[src/rtl/cotm32_trap_csr_unit.sv]
// rtl/cotm32_trap_csr_unit.sv - M-mode trap/mret responder holding mtvec, mepc, mcause, mtval with Zicsr access
module cotm32_trap_csr_unit #(
  parameter int unsigned       MXLEN       = 32,
  parameter logic [MXLEN-1:0]  MTVEC_RESET = '0
) (
  input  logic             clk,
  input  logic             rst,
  input  logic [1:0]       csr_op,
  input  logic [11:0]      csr_addr,
  input  logic [MXLEN-1:0] csr_wdata,
  output logic [MXLEN-1:0] csr_rdata,
  output logic             csr_illegal,
  input  logic             trap_req,
  input  logic [MXLEN-1:0] trap_cause,
  input  logic [MXLEN-1:0] trap_pc,
  input  logic [MXLEN-1:0] trap_val,
  output logic             trap_ack,
  input  logic             mret_req,
  output logic             mret_ack,
  output logic             redirect_valid,
  output logic [MXLEN-1:0] redirect_pc,
  output logic             busy
);

  typedef enum logic [1:0] {
    CSR_NONE = 2'd0,
    CSR_RW   = 2'd1,
    CSR_RS   = 2'd2,
    CSR_RC   = 2'd3
  } zicsr_csr_op_t;

  typedef enum logic [1:0] {
    IDLE       = 2'd0,
    TRAP_REDIR = 2'd1,
    MRET_REDIR = 2'd2
  } state_t;

  localparam logic [11:0] ADDR_MTVEC  = 12'h305;
  localparam logic [11:0] ADDR_MEPC   = 12'h341;
  localparam logic [11:0] ADDR_MCAUSE = 12'h342;
  localparam logic [11:0] ADDR_MTVAL  = 12'h343;

  // Direct-mode mtvec and IALIGN=32 mepc keep their low two bits at zero.
  localparam logic [MXLEN-1:0] ALIGN_MASK = {{(MXLEN-2){1'b1}}, 2'b00};

  state_t           state;
  logic [MXLEN-1:0] mtvec;
  logic [MXLEN-1:0] mepc;
  logic [MXLEN-1:0] mcause;
  logic [MXLEN-1:0] mtval;

  logic [MXLEN-1:0] rd_val;
  logic [MXLEN-1:0] wr_val;
  logic             addr_impl;
  logic             op_active;
  logic             csr_we;

  always_comb begin
    rd_val    = '0;
    addr_impl = 1'b1;
    case (csr_addr)
      ADDR_MTVEC:  rd_val = mtvec;
      ADDR_MEPC:   rd_val = mepc;
      ADDR_MCAUSE: rd_val = mcause;
      ADDR_MTVAL:  rd_val = mtval;
      default:     addr_impl = 1'b0;
    endcase

    op_active   = (csr_op != CSR_NONE);
    csr_illegal = op_active && !addr_impl;
    csr_rdata   = op_active ? rd_val : '0;

    case (csr_op)
      CSR_RW:  wr_val = csr_wdata;
      CSR_RS:  wr_val = rd_val | csr_wdata;
      CSR_RC:  wr_val = rd_val & ~csr_wdata;
      default: wr_val = rd_val;
    endcase

    // Trap and mret entry take priority; a coincident CSR write is dropped.
    csr_we = (state == IDLE) && op_active && addr_impl && !trap_req && !mret_req;
  end

  always_ff @(posedge clk or posedge rst) begin
    if (rst) begin
      state          <= IDLE;
      mtvec          <= MTVEC_RESET & ALIGN_MASK;
      mepc           <= '0;
      mcause         <= '0;
      mtval          <= '0;
      trap_ack       <= 1'b0;
      mret_ack       <= 1'b0;
      redirect_valid <= 1'b0;
      redirect_pc    <= '0;
      busy           <= 1'b0;
    end else begin
      trap_ack       <= 1'b0;
      mret_ack       <= 1'b0;
      redirect_valid <= 1'b0;
      redirect_pc    <= '0;
      busy           <= 1'b0;
      case (state)
        IDLE: begin
          if (trap_req) begin
            mepc           <= trap_pc & ALIGN_MASK;
            mcause         <= trap_cause;
            mtval          <= trap_val;
            state          <= TRAP_REDIR;
            trap_ack       <= 1'b1;
            redirect_valid <= 1'b1;
            redirect_pc    <= mtvec;
            busy           <= 1'b1;
          end else if (mret_req) begin
            state          <= MRET_REDIR;
            mret_ack       <= 1'b1;
            redirect_valid <= 1'b1;
            redirect_pc    <= mepc;
            busy           <= 1'b1;
          end else if (csr_we) begin
            case (csr_addr)
              ADDR_MTVEC:  mtvec  <= wr_val & ALIGN_MASK;
              ADDR_MEPC:   mepc   <= wr_val & ALIGN_MASK;
              ADDR_MCAUSE: mcause <= wr_val;
              ADDR_MTVAL:  mtval  <= wr_val;
              default:     ;
            endcase
          end
        end
        TRAP_REDIR: state <= IDLE;
        MRET_REDIR: state <= IDLE;
        default:    state <= IDLE;
      endcase
    end
  end

endmodule

[config.mk]
export PLATFORM = sky130hd
export DESIGN_NAME = cotm32_trap_csr_unit
export DESIGN_NICKNAME = d
export VERILOG_FILES = /design/src/rtl/cotm32_trap_csr_unit.sv
export SDC_FILE = /design/constraint.sdc
export NUM_CORES = 1
export LEC_CHECK = 0
export ABC_CLOCK_PERIOD_IN_PS = 8100
export CAP_MARGIN = 20
export CORE_UTILIZATION = 55
export DETAILED_ROUTE_END_ITERATION = 12
export GPL_ROUTABILITY_DRIVEN = 0
export GPL_TIMING_DRIVEN = 1
export PLACE_DENSITY_LB_ADDON = 0.3
export RECOVER_POWER = 50
export SLEW_MARGIN = 30
export SYNTH_ARGS = -nofsm -noshare
export SYNTH_HDL_FRONTEND = slang
export SYNTH_SLANG_ARGS = --single-unit
[constraint.sdc]
create_clock -name clk -period 8.1 [get_ports clk]
set_input_delay 1.62 -clock clk [delete_from_list [all_inputs] [get_ports clk]]
set_output_delay 1.62 -clock clk [all_outputs]
set_load 0.05 [all_outputs]
# Word-level counts from Yosys, hierarchy flattened
# Index checks and enable logic that the tools add are counted.
# classes
eq_ne	9
mux	29
n_bitwise	5
reduce_logical	19
# op_table
operator	n
32-bit 2-to-1 mux	16
32-bit one-hot mux with 4 select lines	1
32-bit one-hot mux with 3 select lines	1
12-bit by 10-bit equality test with 1-bit output (second input constant)	4
32-bit bitwise AND	1
32-bit inverter	1
32-bit bitwise OR	1
4-bit AND reduction	3
2-bit nonzero test	5
1-bit 2-to-1 mux	8
2-bit 2-to-1 mux	3
1-bit logical AND	5
5-bit AND reduction	1
2-bit equality test (second input constant)	2
4-bit OR reduction	1
1-bit zero test	3
3-bit != test (second input constant)	1
2-bit by 1-bit equality test with 1-bit output (second input constant)	1
2-bit zero test	1
2-bit != test (second input constant)	1
1-bit inverter	2
# word_totals
ff_bits	163
in_bits	146
out_inout_bits	69
elab_cells	71

# Logic depth before layout (Yosys ltp)
# Gate-level depths: netlist of the first run.
# logic_depth
ltp_word	9
depth_mapped	10
mapped_depth_nobuf	5

# Worst setup path after synthesis of the first run
# OpenSTA, ideal clock, no wires.
# synth_timing
path_type	input -> output
startpoint	in csr_op[1]
endpoint	out csr_illegal
t_arrival_ns	3.527
required_ns	6.480
path_slack_ns	2.953
cell_stages	5
path_buffers	3
path_cell_list	buf_2 or2_2 clkbuf_1 clkbuf_1 a21boi_0
# synth_via
elab_chain_cells	2
# synth_rtl
element	line_no	rtl
from (decl)	8	input logic [1:0] csr_op,
2-bit nonzero test	69	op_active = (csr_op != CSR_NONE);
1-bit logical AND	70	csr_illegal = op_active && !addr_impl;
to (decl)	12	output logic csr_illegal,
# Every way passes these cells.

# Final worst setup path of the first run
# layout_timing
startpoint	in trap_req
endpoint	reg redirect_pc[19]
# layout_via
elab_chain_cells	2
# layout_rtl
element	line_no	rtl
from (decl)	13	input logic trap_req,
32-bit 2-to-1 mux	104	if (trap_req) begin
32-bit 2-to-1 mux	102	case (state)
to (signal assigned)	111	redirect_pc <= mtvec;
to (signal assigned)	117	redirect_pc <= mepc;
to (decl)	21	output logic [MXLEN-1:0] redirect_pc,
# Every way passes these cells.
# A chain may end at the register's enable or synchronous reset.

==> impl_metrics.yaml, run 1 <==
status:
  status: "finished with violations"
  failed_checks: "capacitance limit, slew limit"
timing:
  maxSlewHeadroom_pct: -169
  fmax_mhz: 144
  tightest_slew_ns: 4.01
  layout_setup_ws_ns: 1.15
  skew_ns: 0.00922
  period_needed_ns: 6.95
  slew_viol_final: 323
  setup_viol: 0
  tns_ns: 0
  period_share_pct: 85.8
  hold_viol_final: 0
  rsz0062_at_grt: "false"
floorplanning:
  num_rows: 47
  fp.dieArea_um2: 17500
  start_util_pct: 56.2
  core_area_um2: 16600
  die_x_um: 132
  pin_count: 215
  die_h_um: 132
cts:
  cts_sinks: 159
  cts_max_path_buffers: 2
  post_cts_buffers: 0
  clkTransAtPathRegs_ns: 0.06
  tritoncts: "built"
  cts_htree_levels: 4
  cts-resized-gates: 0
  cts_root_buffer: "clkbuf_16"
  holdBufCountCts: 0
  cts-buffers-inserted: 17
  clk_latency_ns: 0.43
detailed_routing:
  wire_per_inst_um: 20.5
  vias: 8753
  drt-pass1-iter-count: 7
  first_iter_violations: 733
  wl_um: 28700
  drc: 0
  viasPerCell: 6.25
  ant_nets: 0
logic_synthesis:
  synth-seq-cells: 159
  synth_cell_type_count: 39
  netlist.area_leader.share_pct: 42.7
  synth_edf_count: 0
  syn_area_um2: 9320
  synthTopCellsByArea: "dfrtp_1 43%, nand2_1 7.9%, o22a_1 6.2%"
  yosysWarnings: 0
  ys.flop_type: "dfrtp_1"
  synthArstFlopShare_pct: 100
  ys_top_cells_by_count: "195 x nand2_1, 159 x dfrtp_1, 66 x o22a_1, 65 x clkbuf_1, 61 x nand3b_1"
  syn_inst: 1015
  yosysMostFrequentCell: "nand2_1"
  seq_area_frac_synth_pct: 42.7
  avgSynthCellArea_um2: 9.18
  synth_top_cell_by_area: "dfrtp_1"
global_route:
  grt_overflow: 0
  grt_max_degree: 91
  grt_pass1_vias: 9008
  grt_pass1_wl_um: 45900
  track_usage_pct: 33.6
  antenna_found_initial: 2
critical_path:
  crit_family: "buffers and inverters"
  start_kind: "primary input"
  crit_arrival_ns: 7.26
  critPathRequiredTime_ns: 8.41
  crit_type: "in2reg"
  r2r_cells: 7
  crit_path_end_kind: "register"
  cp_slowest_stage_delay_ns: 2.30
  cp_num_cells: 5
  cp_num_buf_inv: 3
  crit_chain: "clkbuf_1 -> clkbuf_1 -> nor4b_2 -> clkbuf_1 -> a22o_1"
  path_max_fanout: 70
  critPathSlowestCell: "clkbuf_1"
  worst_path_most_repeated_cell: "clkbuf_1"
place:
  portBuffers: 210
  hpwl_um: 18000
  dp_slack_ns: 1.64
  dpl.cell_count: 1367
  placed_area_um2: 11400
layout:
  finalNonFillerCells: 1400
  stdcell_area_um2: 12000
  drive_above_1_share_pct: 8.99
  area_delta_synth_final_pct: 28.8
  fin_nets: 1312
run:
  max-cap-violations: 5
power_and_ir_drop:
  peakVddDrop_uv: 169
  power_uw: 2250
  p_leak_uw: 0.00503
  cellPowerDensity_nw_per_um2: 188
worst_hold_path:
  min_path_cells: 2
  min_path_type: "reg2reg"
[where the power goes]
group	internal [uW]	switching [uW]
Clock	470	339
Combinational	220	263
Sequential	899	63.7
[logic make-up (layout without fill, tap and decap cells)]
| kind of cell | after synthesis | after routing | synth area share, % |
|---|---|---|---|
| and+or+nand+nor | 375 | 375 | 19.7 |
| AOI/OAI and AO/OA | 314 | 314 | 26.3 |
| DFF | 159 | 159 | 42.7 |
| buffers and inverters | 102 | 265 | 4.78 |
| xor gates and xnor gates | 32 | 32 | 3.01 |
| muxes | 32 | 32 | 3.46 |
| other | 1 | 3 | 0.0402 |
[final cells by class]
cell class | count | area, um^2
diodes | 1 | 2.50
clock buffers | 19 | 453
clock inverters | 13 | 138
fillers | 1283 | 4580
inverters | 4 | 16.3
multi-input cells | 755 | 4930
flip-flops and latches | 159 | 3980
well taps | 220 | 275
repair buffers | 229 | 2210
[path summary, 6_finish.rpt]
path | startpoint | to | slack, ns
hold / removal | mtval[4] | mtval[4] | 0.50
min in group asynchronous | rst | redirect_pc[28] | 2.84
setup / recovery | trap_req | redirect_pc[19] | 1.15
setup reg to reg | state[1] | mepc[6] | 5.29
max in group asynchronous | rst | mtvec[28] | 2.23
hold reg to reg | mtval[4] | mtval[4] | 0.50
[per-stage QoR]
stage	hold WS, ns	utilization, %
2_1_floorplan	0.448	-
3_3_place_gp	0.475	68.9
3_5_place_dp	0.487	68.9
4_1_cts	0.501	72.5
5_1_grt	0.523	72.4
6_report	0.499	72.4
[metal layers]
layer / GRT usage (%) / share of wire [%]
met3: 5.31 / 7.3
met1: 42.2 / 40
met5: 0 / 0.038
met2: 54.7 / 48
met4: 20.7 / 4.5
[worst reg2reg max path, stage by stage (launching register included)]
cell	delay, ns
dfrtp_1	0.42
nor2_1	0.13
buf_4	0.30
nand2_1	0.16
o41ai_4	0.62
buf_4	0.52
nand2b_1	0.33
o211ai_1	0.25
[cells in the final DEF (no fill, tap or decap), types with 4 or more instances in the layout]
master           synthesis  final
dlygate4sd3_1            0     29
and2_1                  23     23
buf_4                    4     16
nand2_1                195    195
clkdlybuf4s50_1          0    176
mux2i_1                 30     30
o21ai_0                 49     49
a21oi_1                 48     48
clkbuf_16                0     17
a211oi_2                21     21
o211ai_1                16     16
o21ba_2                 22     22
a21o_1                  22     22
buf_2                   20      4
a22o_1                  38     38
dfrtp_1                159    159
nand3b_1                61     61
and3_1                   8      8
nor3_1                  30     30
a211oi_1                24     24
o22a_1                  66     66
xnor2_1                 32     32
nand3_1                 20     19
nor2_1                  23     23
clkinv_2                 0      4
[flip-flops by register name (all words and copies together), names as in the netlist]
signal	cells
mcause	32
mepc	30
mtvec	30
trap_ack	1
redirect_pc	30
busy	1
mtval	32
state	2
mret_ack	1
Note: power is estimated with default switching activity, not from simulation.
==> run 2, diff against run 1 <==
ABC_CLOCK_PERIOD_IN_PS = 5600   (was 8100)
CORE_UTILIZATION = 46   (was 55)
clock period = 5.6 ns   (was 8.1 ns; I/O delays follow)
==> run 2 against run 1 <==
- the flow still finishes with violations (capacitance limit, slew limit)
- die area is 19% higher
- combinational power is 46% higher
- setup slack worse by 0.35 ns
- power is 43% higher
- sequential share of layout area is 1.1 points lower
- clock power is 41% higher
- critical path depth is 1 higher
- non-clock buffer count is 7 higher
- critical endpoint is now csr_rdata[7]
- largest power group unchanged
- highest routed layer is now met4
==> impl_metrics.yaml, run 2 (same netlist as run 1, synthesis figures left out) <==
timing:
  slew_viol_final: 203
  rsz0062_at_grt: "false"
  setup_viol: 0
  tns_ns: 0
  maxSlewHeadroom_pct: -50.0
  tightest_slew_ns: 2.24
  period_share_pct: 85.7
  hold_viol_final: 0
  period_needed_ns: 4.80
  skew_ns: 0.00883
  fmax_mhz: 208
cts:
  tritoncts: "built"
  clk_latency_ns: 0.43
  clkTransAtPathRegs_ns: 0.06
  cts-buffers-inserted: 17
  holdBufCountCts: 0
  post_cts_buffers: 0
  cts-resized-gates: 0
  cts_max_path_buffers: 2
  cts_htree_levels: 4
  cts_sinks: 159
  cts_root_buffer: "clkbuf_16"
power_and_ir_drop:
  p_leak_uw: 0.00514
  power_uw: 3230
  peakVddDrop_uv: 191
  cellPowerDensity_nw_per_um2: 260
critical_path:
  cp_num_cells: 6
  cp_num_buf_inv: 2
  crit_type: "in2out"
  crit_chain: "clkdlybuf4s50_1 -> or4b_1 -> a21oi_1 -> nor2_1 -> nor2_1 -> buf_12"
  worst_r2r_startpoint: "state[1]"
  r2r_cells: 6
  crit_arrival_ns: 3.68
  cp_slowest_stage_delay_ns: 1.02
  critPathRequiredTime_ns: 4.48
  crit_start: "csr_addr[1]"
  worst_path_most_repeated_cell: "nor2_1"
  crit_path_end_kind: "output pin"
  crit_family: "simple AND/OR/NAND/NOR gates"
  path_max_fanout: 21
  critPathSlowestCell: "or4b_1"
  start_kind: "primary input"
layout:
  filler_cell_count: 1632
  fin_nets: 1319
  area_delta_synth_final_pct: 33.4
  drive_above_1_share_pct: 11.7
  largestRegisters: "mcause x32, mtval x32"
  final_cell_mix: "195 x nand2_1, 167 x clkdlybuf4s50_1, 159 x dfrtp_1, 66 x o22a_1, 61 x nand3b_1"
  final_common_cell: "nand2_1"
  antennaDiodeCount: 0
global_route:
  grt_pass1_vias: 8553
  grt_pass1_wl_um: 46000
  antenna_found_initial: 0
  grt_overflow: 0
  grt_max_degree: 103
  track_usage_pct: 29.5
place:
  hpwl_um: 19400
  portBuffers: 210
detailed_routing:
  drt-pass1-iter-count: 5
  ant_nets: 0
  vias: 8707
  first_iter_violations: 751
  viasPerCell: 6.00
  wl_um: 29900
  wire_per_inst_um: 20.6
  drc: 0
worst_hold_path:
  min_path_type: "reg2reg"
  min_path_cells: 1
  hold_start: "state[0]"
status:
  status: "finished with violations"
  failed_checks: "capacitance limit, slew limit"
floorplanning:
  die_x_um: 144
  core_area_um2: 19700
  start_util_pct: 47.4
  die_h_um: 144
  fp.dieArea_um2: 20800
  pin_count: 215
  num_rows: 51
run:
  max-cap-violations: 4
## run 2: changes by cell type in the layout (fill, tap and decap cells not counted), moves of 2 or more
cell / before / now
buf_12: 0 / 34
buf_4: 16 / 19
clkbuf_1: 3 / 8
clkdlybuf4s50_1: 176 / 167
clkinv_4: 2 / 0
dlygate4sd3_1: 29 / 5
## run 2: power by group
part / switching, uW / internal (uW)
Sequential: 90.6 / 1300
Combinational: 383 / 323
Clock: 474 / 662
## run 2: through the flow
step / hold WS [ns] / std cells / setup WS, ns / cell area (um^2) / utilization (%)
final: 0.485 / 1450 / 0.801 / 12400 / 63.3
after global placement: 0.479 / 1418 / 0.864 / 11900 / 60.4
after detailed placement: 0.485 / 1418 / 0.865 / 11900 / 60.4
after global routing: 0.513 / 1450 / 0.658 / 12400 / 63.3
after CTS: 0.498 / 1449 / 0.859 / 12400 / 63.3
after floorplan: 0.448 / 1016 / 0.188 / 9320 / -
## run 2: worst paths after layout
kind / to / slack (ns)
worst max-delay path: csr_rdata[7] / 0.80
worst min-delay path: state[1] / 0.48
worst max register to register: redirect_pc[8] / 2.47
worst min register to register: state[1] / 0.48
max in group asynchronous: mtvec[27] / 1.34
min in group asynchronous: mtval[30] / 1.87
## run 2: layout make-up
| class | instances | area [um^2] | share of cell area [%] |
|---|---|---|---|
| clock buffers | 20 | 447 | 3.59 |
| flip-flops and latches | 159 | 3980 | 32.0 |
| clock inverters | 11 | 116 | 0.936 |
| repair buffers | 236 | 2620 | 21.0 |
| well taps | 265 | 332 | 2.67 |
| inverters | 4 | 18.8 | 0.151 |
| multi-input cells | 755 | 4930 | 39.6 |
## run 2: layer usage
metal / global-route usage, % / routed length [um]
met3: 5.20 / 2600
met2: 46.6 / 14000
met4: 14.8 / 1120
met1: 38.8 / 12200
met5: 0 / 0
